--- src/rtl/cache_req_arbiter.sv ---
// cache_req_arbiter
//   Shares a single-port cache between NUM_REQ requesters. Idle requests are
//   arbitrated round-robin. The winner's address is latched, and a one-cycle
//   search pulse is issued. The address is held until the cache reports done
//   or the wait times out. The response is then returned to the winner.
//   Saturating hit/miss statistics are kept.
//
// Ports
//   clock              rising-edge system clock
//   reset              asynchronous, active-low; clears all state and outputs
//   req_valid          per-requester request
//   req_addr           requester i address at [i*ADDR_W +: ADDR_W]
//   req_ready          one-hot accept strobe (combinational, IDLE only)
//   resp_valid         one-hot response strobe to the transaction owner
//   resp_hit           hit flag of the last response
//   resp_error         last response was a timeout
//   resp_data          data of the last response
//   cache_search       one-cycle search pulse to the cache
//   cache_address      address presented to the cache, held between transactions
//   cache_search_done  cache lookup finished (only honoured while waiting)
//   cache_hit          cache hit flag
//   cache_data         cache read data
//   hit_count          completed hits, saturating
//   miss_count         completed misses, saturating

module cache_req_arbiter #(
  parameter int unsigned NUM_REQ        = 2,
  parameter int unsigned ADDR_W         = 32,
  parameter int unsigned DATA_W         = 64,
  parameter int unsigned TIMEOUT_CYCLES = 32,
  parameter int unsigned CNT_W          = 16
) (
  input  logic                        clock,
  input  logic                        reset,
  input  logic [NUM_REQ-1:0]          req_valid,
  input  logic [NUM_REQ*ADDR_W-1:0]   req_addr,
  output logic [NUM_REQ-1:0]          req_ready,
  output logic [NUM_REQ-1:0]          resp_valid,
  output logic                        resp_hit,
  output logic                        resp_error,
  output logic [DATA_W-1:0]           resp_data,
  output logic                        cache_search,
  output logic [ADDR_W-1:0]           cache_address,
  input  logic                        cache_search_done,
  input  logic                        cache_hit,
  input  logic [DATA_W-1:0]           cache_data,
  output logic [CNT_W-1:0]            hit_count,
  output logic [CNT_W-1:0]            miss_count
);

  localparam int unsigned PTR_W  = (NUM_REQ > 1) ? $clog2(NUM_REQ) : 1;
  localparam int unsigned WCNT_W = $clog2(TIMEOUT_CYCLES);

  typedef enum logic [1:0] {
    S_IDLE  = 2'd0,
    S_ISSUE = 2'd1,
    S_WAIT  = 2'd2,
    S_RESP  = 2'd3
  } state_t;

  state_t              state, state_d;
  logic [PTR_W-1:0]    rr_ptr, rr_ptr_d;
  logic [PTR_W-1:0]    owner, owner_d;
  logic [WCNT_W-1:0]   wait_cnt, wait_cnt_d;
  logic [ADDR_W-1:0]   cache_address_d;
  logic                cache_search_d;
  logic [NUM_REQ-1:0]  resp_valid_d;
  logic [DATA_W-1:0]   resp_data_d;
  logic                resp_hit_d;
  logic                resp_error_d;
  logic [CNT_W-1:0]    hit_count_d;
  logic [CNT_W-1:0]    miss_count_d;

  logic                grant_found;
  logic [PTR_W-1:0]    grant_idx;
  logic [PTR_W-1:0]    cand;
  logic [ADDR_W-1:0]   grant_addr;

  // Round-robin pick: first valid requester at or after rr_ptr, wrapping.
  always_comb begin
    grant_found = 1'b0;
    grant_idx   = '0;
    cand        = '0;
    for (int unsigned k = 0; k < NUM_REQ; k++) begin
      cand = PTR_W'((32'(rr_ptr) + k) % NUM_REQ);
      if (!grant_found && req_valid[cand]) begin
        grant_found = 1'b1;
        grant_idx   = cand;
      end
    end
  end

  // Address of the selected requester.
  always_comb begin
    grant_addr = '0;
    for (int unsigned k = 0; k < NUM_REQ; k++) begin
      if (PTR_W'(k) == grant_idx) begin
        grant_addr = req_addr[k*ADDR_W +: ADDR_W];
      end
    end
  end

  // Next-state and next-output logic.
  always_comb begin
    state_d         = state;
    rr_ptr_d        = rr_ptr;
    owner_d         = owner;
    wait_cnt_d      = wait_cnt;
    cache_address_d = cache_address;
    cache_search_d  = 1'b0;
    resp_valid_d    = '0;
    resp_data_d     = resp_data;
    resp_hit_d      = resp_hit;
    resp_error_d    = resp_error;
    hit_count_d     = hit_count;
    miss_count_d    = miss_count;
    req_ready       = '0;

    case (state)
      S_IDLE: begin
        if (grant_found) begin
          req_ready[grant_idx] = 1'b1;
          owner_d              = grant_idx;
          cache_address_d      = grant_addr;
          cache_search_d       = 1'b1;
          rr_ptr_d             = (32'(grant_idx) == NUM_REQ - 1) ? '0
                                                                 : grant_idx + PTR_W'(1);
          state_d              = S_ISSUE;
        end
      end

      S_ISSUE: begin
        wait_cnt_d = '0;
        state_d    = S_WAIT;
      end

      S_WAIT: begin
        // A done on the final wait cycle takes priority over the timeout.
        if (cache_search_done) begin
          resp_data_d         = cache_data;
          resp_hit_d          = cache_hit;
          resp_error_d        = 1'b0;
          resp_valid_d[owner] = 1'b1;
          if (cache_hit) begin
            if (hit_count != '1) hit_count_d = hit_count + CNT_W'(1);
          end else begin
            if (miss_count != '1) miss_count_d = miss_count + CNT_W'(1);
          end
          state_d = S_RESP;
        end else if (wait_cnt == WCNT_W'(TIMEOUT_CYCLES - 1)) begin
          resp_data_d         = '0;
          resp_hit_d          = 1'b0;
          resp_error_d        = 1'b1;
          resp_valid_d[owner] = 1'b1;
          state_d             = S_RESP;
        end else begin
          wait_cnt_d = wait_cnt + WCNT_W'(1);
        end
      end

      S_RESP: begin
        state_d = S_IDLE;
      end

      default: begin
        state_d = S_IDLE;
      end
    endcase

    // Accept strobe is forced low while reset is asserted.
    if (!reset) req_ready = '0;
  end

  // State and registered outputs.
  always_ff @(posedge clock or negedge reset) begin
    if (!reset) begin
      state         <= S_IDLE;
      rr_ptr        <= '0;
      owner         <= '0;
      wait_cnt      <= '0;
      cache_address <= '0;
      cache_search  <= 1'b0;
      resp_valid    <= '0;
      resp_data     <= '0;
      resp_hit      <= 1'b0;
      resp_error    <= 1'b0;
      hit_count     <= '0;
      miss_count    <= '0;
    end else begin
      state         <= state_d;
      rr_ptr        <= rr_ptr_d;
      owner         <= owner_d;
      wait_cnt      <= wait_cnt_d;
      cache_address <= cache_address_d;
      cache_search  <= cache_search_d;
      resp_valid    <= resp_valid_d;
      resp_data     <= resp_data_d;
      resp_hit      <= resp_hit_d;
      resp_error    <= resp_error_d;
      hit_count     <= hit_count_d;
      miss_count    <= miss_count_d;
    end
  end

endmodule

--- config.mk ---
export PLATFORM = sky130hd
export DESIGN_NAME = cache_req_arbiter
export DESIGN_NICKNAME = d
export VERILOG_FILES = /design/src/rtl/cache_req_arbiter.sv
export SDC_FILE = /design/constraint.sdc
export NUM_CORES = 1
export LEC_CHECK = 0
export BUFFER_PORTS_ARGS = -buffer_cell sky130_fd_sc_hd__buf_4
export CAP_MARGIN = 20
export CORE_ASPECT_RATIO = 0.75
export CORE_MARGIN = 1
export CORE_UTILIZATION = 47
export CTS_CLUSTER_DIAMETER = 30
export DETAILED_ROUTE_END_ITERATION = 6
export PLACE_DENSITY = 0.79
export SLEW_MARGIN = 20
export SYNTH_ARGS = -nofsm -noshare
export SYNTH_HDL_FRONTEND = slang
export SYNTH_SLANG_ARGS = --single-unit
--- constraint.sdc ---
create_clock -name clock -period 2.6 [get_ports clock]
set_input_delay 0.65 -clock clock [delete_from_list [all_inputs] [get_ports clock]]
set_output_delay 0.65 -clock clock [all_outputs]
set_load 0.02 [all_outputs]
==> key figures <==
Routing
  • DRC: 0
  • Drt via density: around 5.4
  • Wirelength per Cell: 17.5 um
  • Wirelength, routed: 16.4 mm
  • Via count: around 5100
  • DRT iter0 DRCs: 304
  • ANT nets after route: 0
  • DRT Pass-1 Iters: 4

Outcome
  • Status: completed

Synthesis
  • Synth Warn #: 0
  • Post-synth design cell area: between 5000 and 6000 sq um
  • Mapped Cells: approximately 490
  • FF+latch count, synth: 142
  • Yosys cell types: 42
  • Area contributors post-synth: dfrtp_1 (60%), a22o_1 (9.5%), mux2i_1 (5.4%)
  • Synth top area share: 60.0%
  • Post-synth EDFFs: 0
  • Syn nets: 631
  • Predominant post-synthesis flop cell: dfrtp_1
  • Seq/Total Area, Yosys: approximately 60%
  • Syn Area/Cell: 12.1 sq um
  • Async SR Flop Fraction: 100%
  • Synth area leader: dfrtp_1

Worst setup path
  • Crit path largest cell delay: 0.38 ns
  • R2r worst-path depth: 6
  • CP Max Fanout: 14
  • CP endpoint kind: output pin
  • CP Data Arrival Time: 1.75 ns
  • Worst Setup Path Type: flip-flop to output pin
  • Crit path cell chain: inv_1, ha_1, o21ai_4, inv_1, nand2_1, nor2_1, buf_4
  • Critical Path RT: 1.95 ns
  • Startpoint types: flip-flop
  • Most Frequent Cell on Critical Path: inv_1
  • Critical path's slowest cell: dfrtp_1

Die
  • CORE AREA: 12300 sq um
  • DIE WIDTH: 132 um
  • IO Count: 269
  • Die area: 13100 sq um
  • Initial core utilization: approximately half
  • Cell Rows: 35
  • Die Y: 99.2 um

Clock network
  • Post_cts resized: 0
  • Clock root buffer: clkbuf_16
  • Post-CTS setup buffer count: 0
  • Clock slew at reported path FFs: 0.06 ns
  • CTS buffer count: 17
  • CTS Sinks: 142
  • Worst skew pair latency: 0.41 ns
  • CTS hold repair buffers: 0
  • TritonCTS clock tree: done
  • H-tree levels: 4
  • CTS max path bufs: 2

Timing
  • Slew margin rel.: 38.4%
  • Setup Skew: 0.00816 ns
  • Crit share post-route: 92.1%
  • Worst slew pin tran: 0.924 ns
  • Final Max Tran Viols: 0
  • Final setup TNS: 0 ns
  • Final hold vios: 0
  • RSZ-0062 raised after global routing: no
  • Post-layout min period: between 2 and 2.5 ns
  • Final setup viols: 0
  • Maximum clock frequency: 417 MHz

Finish
  • N_diodes: 0
  • Post-layout util: 71.3%
  • Multi-input logic area: 2260 sq um
  • Nets: 899
  • Area grow syn2layout: 47.7%
  • Share of cells above drive strength 1: 41.8%
  • Reg area: 3550 sq um
  • Fill cells: 891
  • Most frequent cells in the layout: buf_4 (273), dfrtp_1 (142), a22o_1 (64), nand2_1 (56), o21ai_0 (41)
  • Commonest non-fill, non-tap cell in the layout: buf_4

Global route
  • Vias in the first global route: 5072
  • GRT Residual Overflow: 0
  • First-pass GRT wire length: 25.9 mm
  • Initial antenna violation count: 0
  • Largest net degree at the start of global routing: 76
  • Total GRT Usage: 25.6%

Place
  • Routability cong.: approximately 0.86
  • Dpl hpwl: between 10 and 15 mm
  • I/O Buffers: around 270

Power
  • P_leak: 4.58 nW
  • Maximum vdd drop: 0.664 mV
  • Power Density: 1170 nW/um^2

Worst hold path
  • Hold Path Class: primary input to async pin

Run
  • Max_cap viols: 0
[worst max-delay path, delay by kind of cell (launching register included)]
family	cells	cell delay (ns)
AOI/OAI and AO/OA	1	0.14
DFF	1	0.38
adders and majority gates	1	0.25
and+or+nand+nor	2	0.18
buffers and inverters	3	0.37
[through the flow]
stage	cells	setup slack [ns]	instance area (sq um)	hold WS (ns)	power [W]
after floorplan	489	0.319	5920	0.354	0.00581
after global placement	904	0.461	8130	0.447	0.00761
after detailed placement	904	0.441	8130	0.447	0.00775
after CTS	936	0.178	8740	0.0683	0.0103
after global routing	936	0.0616	8740	0.0637	0.0108
final	936	0.204	8740	0.0747	0.0102
[metal layers]
metal	global-route usage [%]	routed length, um	up-vias
li1	-	-	2312
met1	31.7	6420	2490
met2	42.2	8260	230
met3	8.56	1310	29
met4	9.39	386	0
met5	0	0	-
[sequential cells by signal, summed over array words and instances, names as in the netlist]
signal,count
wait_cnt,5
resp_data,64
state,2
resp_valid,2
hit_count,16
resp_hit,1
resp_error,1
owner,1
cache_address,32
cache_search,1
miss_count,16
rr_ptr,1
[where the power goes]
part	switching [W]	internal, W	leakage (nW)
clock	0.000984	0.00152	0.287
sequential	0.000572	0.00305	1.81
combinational	0.00225	0.00185	2.48
total	0.00381	0.00642	4.58
[path summary, 6_finish.rpt]
check                          from             end  slack (ns)
setup / recovery           state[0]    req_ready[0]        0.20
hold / removal                reset   hit_count[14]        0.07
setup reg to reg           state[0]  miss_count[15]        0.53
hold reg to reg               owner   resp_valid[0]        0.45
max in group asynchronous     reset   resp_data[51]        1.35
min in group clock            owner   resp_valid[0]        0.45
[area by class of cell]
class                      instances  area share [%]
clock buffer                      17            4.87
clock inverter                    15            2.13
inverter                           7           0.301
multi-input combinational        314            25.9
sequential                       142            40.6
tap                              166            2.38
timing repair buffer             275            23.8
[synth_stat cells, types with 2 or more instances]
| cell | instances |
|---|---|
| ha_1 | 8 |
| nor2_2 | 2 |
| buf_4 | 2 |
| clkbuf_1 | 13 |
| o21a_1 | 2 |
| buf_2 | 7 |
| buf_1 | 4 |
| inv_1 | 7 |
| o21ai_0 | 42 |
| nor3b_1 | 2 |
| nand4_4 | 2 |
| nor4_1 | 7 |
| xnor2_1 | 5 |
| dfrtp_1 | 142 |
| a21oi_1 | 2 |
| nand4_1 | 11 |
| xor2_1 | 23 |
| mux2i_1 | 32 |
| nor2_1 | 11 |
| nand3_1 | 8 |
| a22o_1 | 64 |
| and3_1 | 3 |
| nor3_1 | 11 |
| nand4b_1 | 3 |
| and4_1 | 3 |
| nand2_1 | 56 |
| o21ai_1 | 2 |
[kinds of logic after synthesis]
kind of cell | after synthesis | share of synthesized area [%]
AOI/OAI and AO/OA | 114 | 13.9
xor gates and xnor gates | 28 | 4.14
adders and majority gates | 8 | 1.69
buffers and inverters | 33 | 2.37
DFF | 142 | 60.0
muxes | 34 | 5.85
and+or+nand+nor | 130 | 12.0
Power figures use the tool's default switching activity.
